[src/rtl/spike_window_counter.sv]
// Spike window counter: counts spikes from an upstream LIF neuron over a
// fixed window of enabled cycles. Each completed window's count goes into a
// small result FIFO that drains through a valid/ready handshake. A sticky
// flag records whether a result was dropped because the FIFO was full.
module spike_window_counter #(
    parameter int WINDOW = 16,
    parameter int DEPTH  = 4
) (
    input  logic                     clk,
    input  logic                     rst_n,
    input  logic                     spike,
    input  logic                     en,
    input  logic                     clear,
    input  logic                     out_ready,
    output logic                     out_valid,
    output logic [7:0]               out_count,
    output logic [$clog2(DEPTH):0]   level,
    output logic                     overflow
);

    localparam int              PW         = $clog2(DEPTH);
    localparam int              LW         = PW + 1;
    localparam logic [9:0]      WIN_LAST   = 10'(WINDOW - 1);
    localparam logic [LW-1:0]   LEVEL_FULL = LW'(DEPTH);

    logic [9:0]    win_cnt_q, win_cnt_d;
    logic [7:0]    spk_cnt_q, spk_cnt_d;
    logic [PW-1:0] wr_ptr_q, wr_ptr_d;
    logic [PW-1:0] rd_ptr_q, rd_ptr_d;
    logic [LW-1:0] level_q, level_d;
    logic          overflow_q, overflow_d;
    logic [7:0]    mem_q [DEPTH];

    logic          window_end;
    logic [8:0]    spk_sum;
    logic [7:0]    result;
    logic          fifo_empty;
    logic          fifo_full;
    logic          do_pop;
    logic          want_push;
    logic          do_push;

    // Window-end detection, saturating spike sum and FIFO handshake decisions.
    // NOTE: combinational blocks use blocking assignments and give every
    // output a value first, so no latch can be inferred on any path.
    always_comb begin
        window_end = en && (win_cnt_q == WIN_LAST);
        spk_sum    = {1'b0, spk_cnt_q} + {8'd0, spike};
        result     = spk_sum[8] ? 8'hFF : spk_sum[7:0];
        fifo_empty = (level_q == '0);
        fifo_full  = (level_q == LEVEL_FULL);
        // clear wins over everything, including the handshake.
        do_pop     = !clear && !fifo_empty && out_ready;
        want_push  = !clear && window_end;
        // A full FIFO still accepts a push when a pop frees a slot the same edge.
        do_push    = want_push && (!fifo_full || do_pop);
    end

    // Next state of the window and spike counters; the spike on the window-end
    // cycle is already folded into result, so it belongs to the closing window.
    always_comb begin
        win_cnt_d = win_cnt_q;
        spk_cnt_d = spk_cnt_q;
        if (clear) begin
            win_cnt_d = '0;
            spk_cnt_d = '0;
        end else if (en) begin
            if (win_cnt_q == WIN_LAST) begin
                win_cnt_d = '0;
                spk_cnt_d = '0;
            end else begin
                win_cnt_d = win_cnt_q + 10'd1;
                spk_cnt_d = result;
            end
        end
    end

    // Next state of FIFO pointers, occupancy and the sticky drop flag.
    always_comb begin
        wr_ptr_d   = wr_ptr_q;
        rd_ptr_d   = rd_ptr_q;
        level_d    = level_q;
        overflow_d = overflow_q;
        if (clear) begin
            wr_ptr_d   = '0;
            rd_ptr_d   = '0;
            level_d    = '0;
            overflow_d = 1'b0;
        end else begin
            // Pointers are exactly log2(DEPTH) bits wide, so they wrap modulo DEPTH.
            if (do_push) wr_ptr_d = wr_ptr_q + PW'(1);
            if (do_pop)  rd_ptr_d = rd_ptr_q + PW'(1);
            level_d = level_q + LW'(do_push) - LW'(do_pop);
            if (want_push && !do_push) overflow_d = 1'b1;
        end
    end

    // Control state register with asynchronous active-low reset.
    // NOTE: sequential state uses non-blocking assignments so every register
    // samples the pre-edge value of every other register.
    always_ff @(posedge clk or negedge rst_n) begin
        if (!rst_n) begin
            win_cnt_q  <= '0;
            spk_cnt_q  <= '0;
            wr_ptr_q   <= '0;
            rd_ptr_q   <= '0;
            level_q    <= '0;
            overflow_q <= 1'b0;
        end else begin
            win_cnt_q  <= win_cnt_d;
            spk_cnt_q  <= spk_cnt_d;
            wr_ptr_q   <= wr_ptr_d;
            rd_ptr_q   <= rd_ptr_d;
            level_q    <= level_d;
            overflow_q <= overflow_d;
        end
    end

    // Result storage write port.
    // NOTE: the storage array is deliberately not reset; occupancy is reset,
    // and out_count is forced to zero while empty, so stale entries never show.
    always_ff @(posedge clk) begin
        if (do_push) mem_q[wr_ptr_q] <= result;
    end

    assign out_valid = !fifo_empty;
    assign out_count = fifo_empty ? 8'd0 : mem_q[rd_ptr_q];
    assign level     = level_q;
    assign overflow  = overflow_q;

endmodule

[config.mk]
export PLATFORM = sky130hd
export DESIGN_NAME = spike_window_counter
export DESIGN_NICKNAME = d
export VERILOG_FILES = /design/src/rtl/spike_window_counter.sv
export SDC_FILE = /design/constraint.sdc
export NUM_CORES = 1
export LEC_CHECK = 0
export ABC_CLOCK_PERIOD_IN_PS = 6300
export CAP_MARGIN = 15
export CORE_MARGIN = 2
export CORE_UTILIZATION = 45
export CTS_BUF_LIST = sky130_fd_sc_hd__clkbuf_4 sky130_fd_sc_hd__clkbuf_8 sky130_fd_sc_hd__clkbuf_16
export CTS_CLUSTER_SIZE = 25
export DETAILED_ROUTE_END_ITERATION = 16
export DONT_BUFFER_PORTS = 1
export GPL_ROUTABILITY_DRIVEN = 0
export PLACE_DENSITY_LB_ADDON = 0.2
export SYNTH_ARGS = -nofsm -noshare
export SYNTH_HDL_FRONTEND = slang
export SYNTH_SLANG_ARGS = --single-unit
[constraint.sdc]
create_clock -name clk -period 6.3 [get_ports clk]
set_input_delay 1.575 -clock clk [delete_from_list [all_inputs] [get_ports clk]]
set_output_delay 1.575 -clock clk [all_outputs]
set_load 0.05 [all_outputs]
Word level (Yosys, flattened, before mapping) --
Memory sizes are Yosys's and may differ from the RTL's. Cells that the tools add are included.
Cells by class: add/sub/neg operators 6, multipliers 0, divide/modulo/power cells 0, order comparisons 0, equal/unequal tests 2, shift operators 0, muxes and demuxes 17, bitwise logic cells 0, reductions and logical operators 16
Operator list (number):
- $mux W8 | 5
- $mux W10 | 3
- $add A10 B1 Y10 const B | 1
- $eq A10 B4 Y1 const B | 1
- $add A8 B1 Y9 | 1
- $mux W2 | 4
- $reduce_bool A2 Y1 | 4
- $logic_and A1 B1 Y1 | 6
- $add A2 B1 Y2 const B | 2
- $logic_not A1 Y1 | 4
- $mux W1 | 4
- $add A3 B1 Y3 | 1
- $eq A3 B3 Y1 const B | 1
- $logic_not A3 Y1 | 1
- $mux W3 | 1
- $sub A3 B1 Y3 | 1
- $logic_or A1 B1 Y1 | 1
Word-level totals: register bits after elaboration 26, latch bits 0, bits in writable memories 32, ROM bits 0, output and inout port bits 13, logic and storage cells 48, memories kept 1
Memories:
- mem_q | words 4, bits a word 8, rd ports 1, clocked after memory_dff 0, wr ports 1, RTL line 32 | logic [7:0] mem_q [DEPTH];

Depth between registers and ports, before layout --
Gate-level depths: netlist of the first run.
depth after elaboration 10, mapped depth 13, gate-level depth less buffers 12

Least setup slack after synthesis of the first run --
Ideal clock, no wire load.
path kind register -> output, from reg level_q[1], in the netlist level[1], to out out_count[0], arrival time 2002 ps, required time 4725 ps, path slack 2723 ps, cell stages (with the launch flop) 4, buffers on the path 1, path through dfrtp_1 -> or3_1 -> clkbuf_1 -> and2_1
Between the ends: longest elaborated chain between the ends 2
RTL lines:
- from (decl) | RTL line 30 | logic [LW-1:0] level_q, level_d;
- from (signal assigned) | RTL line 114 | level_q <= level_d;
- $logic_not A3 Y1 | RTL line 50 | fifo_empty = (level_q == '0);
- $mux W8 | RTL line 127 | assign out_count = fifo_empty ? 8'd0 : mem_q[rd_ptr_q];
- to (decl) | RTL line 16 | output logic [7:0] out_count,
Every way passes these cells.

Worst setup path after layout of the first run --
from reg level_q[1], in the netlist level[1], to out out_count[7]
The elaborated chain is that of the path after synthesis.

==> metrics.yaml, run 1 <==
route:
  routed_wl_mm: 4.750
  num_vias: 1629
  vias_per_cell: 5.617
  drtPass1Iterations: 4
  drt_iter0_drc: 87
  wl_per_cell_um: 16.38
  ant_nets: 0
  drc: 0
floorplanning:
  fp.dieH_um: 82.82
  num_rows: 28
  initial_core_util: 0.4693
  io_pins: 19
  die_x_um: 82.82
  fp.dieArea_um2: 6858
  core_um2: 5956
clock_tree:
  clkTransAtPathRegs_ps: 70
  post_cts_resized: 0
  cts_max_level: 3
  root_buffer: "clkbuf_8"
  cts_made_buffers: 9
  cts_buffer_depth: 2
  tritoncts: "built"
  clock_latency_ps: 330
  postCtsHoldBufs: 0
  clock-sinks: 58
  post_cts_buffers: 0
final_layout:
  nets: 227
  antenna_cells: 0
  finalInstanceArea_um2: 2983
  instances_no_fill: 290
  fin_util: 0.5008
  area_delta_synth_final_pct: 6.714
  drive_gt1_frac: 0.1535
timing:
  tns_ps: 0
  clock_skew_ps: 10.09
  rsz0062_at_grt: "false"
  period_minus_slack_ps: 3883
  slew_violations: 0
  worst_pin_slew_ps: 732.9
  max_slew_margin: 0.5114
  setup_ws_ps: 2417
  fin_crit_sh: 0.6163
  whs_ps: 494.6
  clock.fmax_ghz: 0.2576
  finalSetupViolCount: 0
  finalHoldViolations: 0
hold_path:
  hold_class: "register to register"
  min-delay-start: "spk_cnt_q[0]"
  hold_depth: 1
  hold_end: "spk_cnt_q[0]"
logic_synthesis:
  yosysMostFrequentCell: "edfxtp_1"
  synth-edff-count: 32
  syn_nets: 226
  yosys_most_used_dff: "edfxtp_1"
  netlist_area_um2: 2795
  syn_avg_cell_area_um2: 13.31
  ys_ff_latch: 58
  synth_common_cells: "32 x edfxtp_1, 26 x dfrtp_1, 18 x nor2_1"
  yosys.cell_types.count: 46
  synthTopCellsByArea: "edfxtp_1 34%, dfrtp_1 23%, mux4_2 6.4%, ha_1 4.0%, xor2_1 3.1%"
  ys_seq_area_frac: 0.5765
  synth.largest_area_cell: "edfxtp_1"
  yosysWarnings: 0
  async_reset_ff_frac: 0.4483
  synth_top_cell_area_share: 0.3438
  synthCells: 210
placement:
  placed_cells: 275
  preCtsSetupSlack_ps: 2732
  numPortBuffers: 0
  place_hpwl_mm: 3.448
  place_area_um2: 2829
global_routing:
  met3_usage: 0.04771
  grt_remaining_overflow: 0
  grt_max_degree: 27
  busiest_layer: "met2"
  met2_usage: 0.2617
  antenna_found_initial: 0
  grtUsageTotal: 0.1556
  use_met1: 0.1789
  grt_pass1_wl_mm: 8.217
  grt_pass1_vias: 1703
critical_path:
  worst_ep_arrival_time_ps: 2310
  endpoint_kind: "output port"
  r2r-end: "level[2]"
  cp-start-kind: "register"
  worstPathMaxFanout: 11
  worstSetupPathType: "register to output port"
  r2r-start: "level[1]"
  rrSetupSlack_ps: 3400
  r2r_cells: 10
  cp.required_ps: 4720
power_and_ir_drop:
  powerDensity_nw_per_um2: 229.6
  finalPower_mw: 0.6848
  p_leak_nw: 1.191
  ir_drop_v: 0.00008944
status:
  status: "completed"
flow_run:
  maxCapViolCount: 0
[cell families after synthesis]
logic type      after synthesis  share of synthesized area
simple gates                 71                     0.1491
mux                          11                    0.07610
xor+xnor                     15                    0.04700
buf+inv                      19                    0.03357
fa+ha+maj                    10                    0.04745
compound gates               26                    0.07028
flops                        58                     0.5765
[area by class of cell]
cell class / count / area [um2]
inverters: 9 / 33.78
clock buffers: 10 / 131.4
flip-flops and latches: 58 / 1612
clock inverters: 5 / 22.52
fillers: 520 / 2973
well taps: 75 / 93.84
multi-input cells: 133 / 1090
[where the power goes]
| part | total [mW] | switching [mW] | internal (mW) |
|---|---|---|---|
| sequential | 0.403 | 0.00153 | 0.402 |
| clock | 0.270 | 0.131 | 0.140 |
| combinational | 0.0114 | 0.00691 | 0.00453 |
| total | 0.685 | 0.139 | 0.546 |
[cell usage in the layout, fill, tap and decap left out, types with 3 or more instances in the layout]
master / n
a21oi_1: 5
a32o_1: 5
and2_1: 13
and3_1: 3
clkbuf_8: 9
clkinv_2: 3
dfrtp_1: 26
edfxtp_1: 32
ha_1: 9
inv_1: 9
mux4_2: 8
nand2_1: 10
nand3_1: 7
nand4_1: 3
nor2_1: 18
o21ai_0: 4
o22ai_1: 3
or3_1: 3
xnor2_1: 5
xor2_1: 10
[critical path: stages, from the launching register on]
cell     delay, ps
dfrtp_1        740
or3_1          680
and2_1         550
[registers in the layout, summed over array words and instances, names as in the netlist]
register,cells
win_cnt_q,10
overflow,1
rd_ptr_q,2
level,3
spk_cnt_q,8
mem_q,32
wr_ptr_q,2
[how the worst max path moves through the flow]
stage               slack [ps]      endpoint     start
finish                    2420  out_count[7]  level[1]
floorplan                 2720  out_count[0]  level[1]
detailed placement        2730  out_count[7]  level[1]
CTS                       2360  out_count[7]  level[1]
global route              2300  out_count[1]  level[1]
global placement          2760  out_count[4]  level[1]
[per-layer routing]
metal,share of wire,vias to the layer above,wire [um]
li1,-,768,-
met1,0.41,821,1932
met2,0.54,32,2559
met3,0.040,8,189
met4,0.015,0,69
met5,0,-,0
(Power assumes the default switching activity.)
==> run 2: changes to the inputs <==
--- a/config.mk
+++ b/config.mk
@@ -5,7 +5,7 @@
 export SDC_FILE = /design/constraint.sdc
 export NUM_CORES = 1
 export LEC_CHECK = 0
-export ABC_CLOCK_PERIOD_IN_PS = 6300
+export ABC_CLOCK_PERIOD_IN_PS = 3300
 export CAP_MARGIN = 15
 export CORE_MARGIN = 2
 export CORE_UTILIZATION = 45
==> constraint.sdc (replaced) <==
create_clock -name clk -period 3.3 [get_ports clk]
set_input_delay 0.825 -clock clk [delete_from_list [all_inputs] [get_ports clk]]
set_output_delay 0.825 -clock clk [all_outputs]
set_load 0.05 [all_outputs]
==> run 2 against run 1 <==
Global-route usage up 0.40 points. Die area unchanged. Worst hold slack worse by 310 ps. Largest cell class unchanged.
==> metrics.yaml, run 2 (synthesized netlist as in run 1, its figures left out) <==
status:
  status: "completed"  # unchanged
critical_path:
  cp-start-kind: "register"  # unchanged
  rrSetupSlack_ps: 660  # was 3400 ps
  r2r-start: "win_cnt_q[0]"  # was level[1]
  r2r_cells: 12  # was 10
  cp_cell_sequence: "mux4_2 -> and2_1"  # was or3_1 -> and2_1
  worstPathMaxFanout: 10  # was 11
  r2r-end: "level[2]"  # unchanged
  cp.required_ps: 2470  # was 4720 ps
  worstSetupPathType: "register to output port"  # unchanged
  endpoint_kind: "output port"  # unchanged
  max_stage_delay_ps: 720  # was 740 ps
  worst_ep_arrival_time_ps: 1980  # was 2310 ps
  worst_path_max_delay_cell: "dfrtp_1"  # unchanged
timing:
  clock_skew_ps: 9.134  # was 10.09 ps
  finalSetupViolCount: 0  # unchanged
  tns_ps: 0  # unchanged
  max_slew_margin: 0.5987  # was 0.5114
  worst_pin_slew_ps: 602.0  # was 732.9 ps
  finalHoldViolations: 0  # unchanged
  whs_ps: 184.1  # was 494.6 ps
  setup_ws_ps: 496.9  # was 2417 ps
  period_minus_slack_ps: 2803
  slew_violations: 0  # unchanged
  clock.fmax_ghz: 0.3567
  fin_crit_sh: 0.8494
  rsz0062_at_grt: "false"  # unchanged
final_layout:
  largest_register_ff_count: 32  # unchanged
  antenna_cells: 0  # unchanged
  reg.largest.list: "mem_q x32, win_cnt_q x10, spk_cnt_q x8"  # unchanged
  fin_util: 0.5118  # was 0.5008
  mostFrequentLayoutCells: "32 x edfxtp_1, 26 x dfrtp_1, 18 x nor2_1"  # unchanged
  seq_area_um2: 1612  # unchanged
  instances_no_fill: 295  # was 290
  area_delta_synth_final_pct: 9.042  # was 6.714%
  multi_input_area_um2: 1090  # unchanged
  nFillCells: 512  # was 520
  nets: 231  # was 227
  regMostFlops: "mem_q"  # unchanged
  finalInstanceArea_um2: 3048  # was 2983 um2
  final_common_cell: "edfxtp_1"  # unchanged
  drive_gt1_frac: 0.1727  # was 0.1535
placement:
  preCtsSetupSlack_ps: 558.2  # was 2732 ps
  numPortBuffers: 0  # unchanged
  place_hpwl_mm: 3.441  # was 3.448 mm
  placed_cells: 279  # was 275
  place_area_um2: 2859  # was 2829 um2
route:
  drc: 0  # unchanged
  vias_per_cell: 5.492  # was 5.617
  route.met2.wl_mm: 2.582  # was 2.559 mm
  met3WireLength_um: 224  # was 189 um
  top_layer: "met4"  # unchanged
  drtPass1Iterations: 4  # unchanged
  num_vias: 1620  # was 1629
  wl_per_cell_um: 16.91  # was 16.38 um
  drt-met1-wl_mm: 2.109  # was 1.932 mm
  routed_wl_mm: 4.988  # was 4.750 mm
  drt_iter0_drc: 74  # was 87
  ant_nets: 0  # unchanged
floorplanning:
  die_x_um: 82.82  # unchanged
  core_um2: 5956  # unchanged
  num_rows: 28  # unchanged
  io_pins: 19  # unchanged
  fp.dieH_um: 82.82  # unchanged
  fp.dieArea_um2: 6858  # unchanged
  initial_core_util: 0.4693  # unchanged
clock_tree:
  postCtsHoldBufs: 0  # unchanged
  root_buffer: "clkbuf_8"  # unchanged
  cts_max_level: 3  # unchanged
  post_cts_resized: 0  # unchanged
  clkTransAtPathRegs_ps: 70  # about the same
  cts_buffer_depth: 2  # unchanged
  post_cts_buffers: 0  # unchanged
  cts_made_buffers: 9  # unchanged
  clock_latency_ps: 330  # about the same
  clock-sinks: 58  # unchanged
  tritoncts: "built"  # unchanged
power_and_ir_drop:
  finalPower_mw: 1.419  # was 0.6848 mW
  powerDensity_nw_per_um2: 465.5  # was 229.6 nW/um2
  p_leak_nw: 1.211  # was 1.191 nW
  ir_drop_v: 0.0002609  # was 0.00008944 V
global_routing:
  grt_pass1_wl_mm: 8.514  # was 8.217 mm
  grtUsageTotal: 0.1596  # was 0.1556
  grt_max_degree: 27  # unchanged
  antenna_found_initial: 0  # unchanged
  grt_pass1_vias: 1695  # was 1703
  grt_remaining_overflow: 0  # unchanged
hold_path:
  hold_class: "input port to async pin"  # was register to register
flow_run:
  maxCapViolCount: 0  # unchanged
run 2: cell count changes in the layout (fill, tap and decap cells not counted):
cell	previous run	this run
bufinv_16	0	1
clkbuf_4	1	3
clkinv_2	3	1
buf_4	0	4
run 2: worst max-delay path by stage:
stage / from / end / slack, ps / depth (start not counted)
detailed placement: out_ready / level[2] / 560 / 11
floorplan: level[1] / level[2] / 410 / 11
global route: rd_ptr_q[0] / out_count[0] / 370 / 2
finish: rd_ptr_q[0] / out_count[0] / 500 / 2
global placement: out_ready / level[2] / 640 / 11
CTS: rd_ptr_q[0] / out_count[7] / 440 / 2
run 2: cell type report:
class                           instances  area share
Sequential cell                        58      0.5287
Multi-Input combinational cell        133      0.3576
Clock buffer                           12     0.04803
Tap cell                               75     0.03079
Clock inverter                          4     0.01396
Inverter                                9     0.01108
Timing Repair Buffer                    4    0.009852
run 2: layer usage:
metal,vias to the layer above,track usage
met3,7,0.05268
met2,36,0.2603
met5,-,0
met1,804,0.1979
li1,773,-
met4,0,0.06110
run 2: worst max-delay path, delay by kind of cell, from the launching register on:
kind	cells	cell delay (ps)
flip-flops	1	720
multiplexers	1	570
AND/OR/NAND/NOR	1	350
run 2: where the power goes:
group	switching (mW)	internal, mW	leakage [nW]
combinational	0.0135	0.00868	0.460
sequential	0.00303	0.766	0.651
clock	0.259	0.368	0.0997
total	0.276	1.14	1.21
==> run 3: changes to the inputs <==
--- a/config.mk
+++ b/config.mk
@@ -5,7 +5,7 @@
 export SDC_FILE = /design/constraint.sdc
 export NUM_CORES = 1
 export LEC_CHECK = 0
-export ABC_CLOCK_PERIOD_IN_PS = 3300
+export ABC_CLOCK_PERIOD_IN_PS = 2300
 export CAP_MARGIN = 15
 export CORE_MARGIN = 2
 export CORE_UTILIZATION = 45
==> constraint.sdc (replaced) <==
create_clock -name clk -period 2.3 [get_ports clk]
set_input_delay 0.575 -clock clk [delete_from_list [all_inputs] [get_ports clk]]
set_output_delay 0.575 -clock clk [all_outputs]
set_load 0.05 [all_outputs]
==> run 3 against run 2 <==
The run now ends with setup timing left. Sequential cell count is the same. Global-route usage is essentially flat. Setup slack lost 520 ps. First-iteration DRC count grew 43%. Via count grew 4.6%. Highest routed layer unchanged.
==> metrics.yaml, run 3 (synthesized netlist as in run 1, its figures left out) <==
global_routing:
  grt_pass1_wl_mm: 8.480  # was 8.514 mm
  antenna_found_initial: 0  # unchanged
  grtUsageTotal: 0.1597  # was 0.1596
  grt_pass1_vias: 1757  # was 1695
  grt_max_degree: 27  # unchanged
  grt_remaining_overflow: 0  # unchanged
clock_tree:
  tritoncts: "built"  # unchanged
  cts_buffer_depth: 2  # unchanged
  cts_max_level: 3  # unchanged
  clkTransAtPathRegs_ps: 70  # about the same
  cts_made_buffers: 9  # unchanged
  clock_latency_ps: 340  # was 330 ps
  root_buffer: "clkbuf_8"  # unchanged
  clock-sinks: 58  # unchanged
critical_path:
  cp-start-kind: "register"  # unchanged
  critPathBufInv: 3  # was 0
  max_stage_delay_ps: 510  # was 720 ps
  worst_ep_arrival_time_ps: 2550  # was 1980 ps
  cp.required_ps: 2530  # was 2470 ps
  cp_cell_sequence: "nor4_4 -> nand4_4 -> nor3_4 -> inv_1 -> ha_1 -> inv_1 -> ha_1 -> inv_1 -> fa_2 -> nor2_1"  # was mux4_2 -> and2_1
  endpoint_kind: "register"  # was output port
  cpMostUsedCell: "inv_1"
  worst_path_max_delay_cell: "fa_2"  # was dfrtp_1
  worstPathMaxFanout: 2  # was 10
  cp_top_family: "adder cells"  # was flip-flops
  worstSetupPathType: "register to register"  # was register to output port
power_and_ir_drop:
  p_leak_nw: 1.322  # was 1.211 nW
  ir_drop_v: 0.0003290  # was 0.0002609 V
  powerDensity_nw_per_um2: 624.4  # was 465.5 nW/um2
route:
  met3WireLength_um: 205  # was 224 um
  num_vias: 1694  # was 1620
  route.met2.wl_mm: 2.435  # was 2.582 mm
  drc: 0  # unchanged
  drt_iter0_drc: 106  # was 74
  routed_wl_mm: 4.951  # was 4.988 mm
  drtPass1Iterations: 4  # unchanged
  drt-met1-wl_mm: 2.171  # was 2.109 mm
  ant_nets: 0  # unchanged
  top_layer: "met4"  # unchanged
  wl_per_cell_um: 15.72  # was 16.91 um
  vias_per_cell: 5.378  # was 5.492
final_layout:
  antenna_cells: 0  # unchanged
  seq_area_um2: 1615  # was 1612 um2
  largest_register_ff_count: 32  # unchanged
  mostFrequentLayoutCells: "32 x edfxtp_1, 23 x dfrtp_1, 22 x buf_4"  # was 32 x edfxtp_1, 26 x dfrtp_1, 18 x nor2_1
  finalInstanceArea_um2: 3287  # was 3048 um2
  regMostFlops: "mem_q"  # unchanged
  nets: 251  # was 231
  multi_input_area_um2: 1150  # was 1090 um2
  nFillCells: 494  # was 512
  area_delta_synth_final_pct: 17.59  # was 9.042%
  final_common_cell: "edfxtp_1"  # unchanged
  drive_gt1_frac: 0.3083  # was 0.1727
  instances_no_fill: 315  # was 295
  reg.largest.list: "mem_q x32, win_cnt_q x10, spk_cnt_q x8"  # unchanged
timing:
  clock_skew_ps: 8.868  # was 9.134 ps
  rsz0062_at_grt: "true"  # was false
  max_slew_margin: 0.6106  # was 0.5987
  clock.fmax_ghz: 0.4312
  slew_violations: 0  # unchanged
  fin_crit_sh: 1.008
  period_minus_slack_ps: 2319
  finalHoldViolations: 0  # unchanged
  whs_ps: 43.47  # was 184.1 ps
  worst_pin_slew_ps: 581.9  # was 602.0 ps
  finalSetupViolCount: 1  # was 0
  setup_ws_ps: -18.89  # was 496.9 ps
floorplanning:
  die_x_um: 82.82  # unchanged
  initial_core_util: 0.4693  # unchanged
  io_pins: 19  # unchanged
  fp.dieH_um: 82.82  # unchanged
  fp.dieArea_um2: 6858  # unchanged
  num_rows: 28  # unchanged
  core_um2: 5956  # unchanged
hold_path:
  hold_class: "input port to async pin"  # unchanged
status:
  status: "complete, but fails checks"  # was completed
  violations: "setup timing"
placement:
  preCtsSetupSlack_ps: -36.65  # was 558.2 ps
  place_hpwl_mm: 3.550  # was 3.441 mm
  placed_cells: 295  # was 279
  numPortBuffers: 0  # unchanged
  place_area_um2: 3030  # was 2859 um2
flow_run:
  maxCapViolCount: 0  # unchanged
## run 3: changes by cell type in the layout (fill, tap and decap cells not counted), moves of 3 or more
cell     previous run  this run
buf_4               4        22
and2_1             13         5
and2_4              0         8
dfrtp_1            26        23
dfrtp_2             0         3
## run 3: final timing paths
| path | slack, ps | end | depth (start not counted) | from |
|---|---|---|---|---|
| max | -20 | level[1] | 10 | win_cnt_q[7] |
| min | 40 | spk_cnt_q[5] | 1 | rst_n |
| max reg2reg | -20 | level[1] | 10 | win_cnt_q[7] |
| min reg2reg | 530 | spk_cnt_q[0] | 1 | spk_cnt_q[0] |
| max in group asynchronous | 2080 | level[1] | 1 | rst_n |
| min in group clk | 290 | level[0] | 1 | clear |
## run 3: metrics by stage
step	total power [mW]	TNS, ps	utilization
after global placement	1.159	-2.657	0.5088
after floorplan	1.155	-167.1	-
after global routing	2.125	-336.0	0.5519
final	2.052	-18.89	0.5519
after detailed placement	1.163	-44.19	0.5088
after CTS	2.065	-30.72	0.5506
## run 3: cell type report
cell class,count,share of cell area
multi-input cells,133,0.3498
clock buffers,10,0.03997
clock inverters,6,0.01751
inverters,9,0.01028
well taps,75,0.02855
repair buffers,24,0.06243
flip-flops and latches,58,0.4914
## run 3: where the power goes
part	switching, mW	internal (mW)
clock	0.396	0.502
sequential	0.00347	1.10
combinational	0.0307	0.0208
## run 3: timing repair
action	4_1_cts	5_1_grt
hold buffers	1	0
setup buffers	2	1
endpoints found under the setup margin	10	2
resized for setup	17	0
hold endpoints to repair	26	0
## run 3: layer usage
layer,track usage,up-vias
met1,0.1948,829
met2,0.2515,41
met5,0,-
li1,-,811
met4,0.09538,0
met3,0.04672,13
## run 3: worst reg2reg max path, cell delays in order (launching register included)
cell	delay, ps
dfrtp_1	410
nor4_4	350
nand4_4	140
nor3_4	210
inv_1	60
ha_1	280
inv_1	50
ha_1	130
inv_1	50
fa_2	520
nor2_1	40
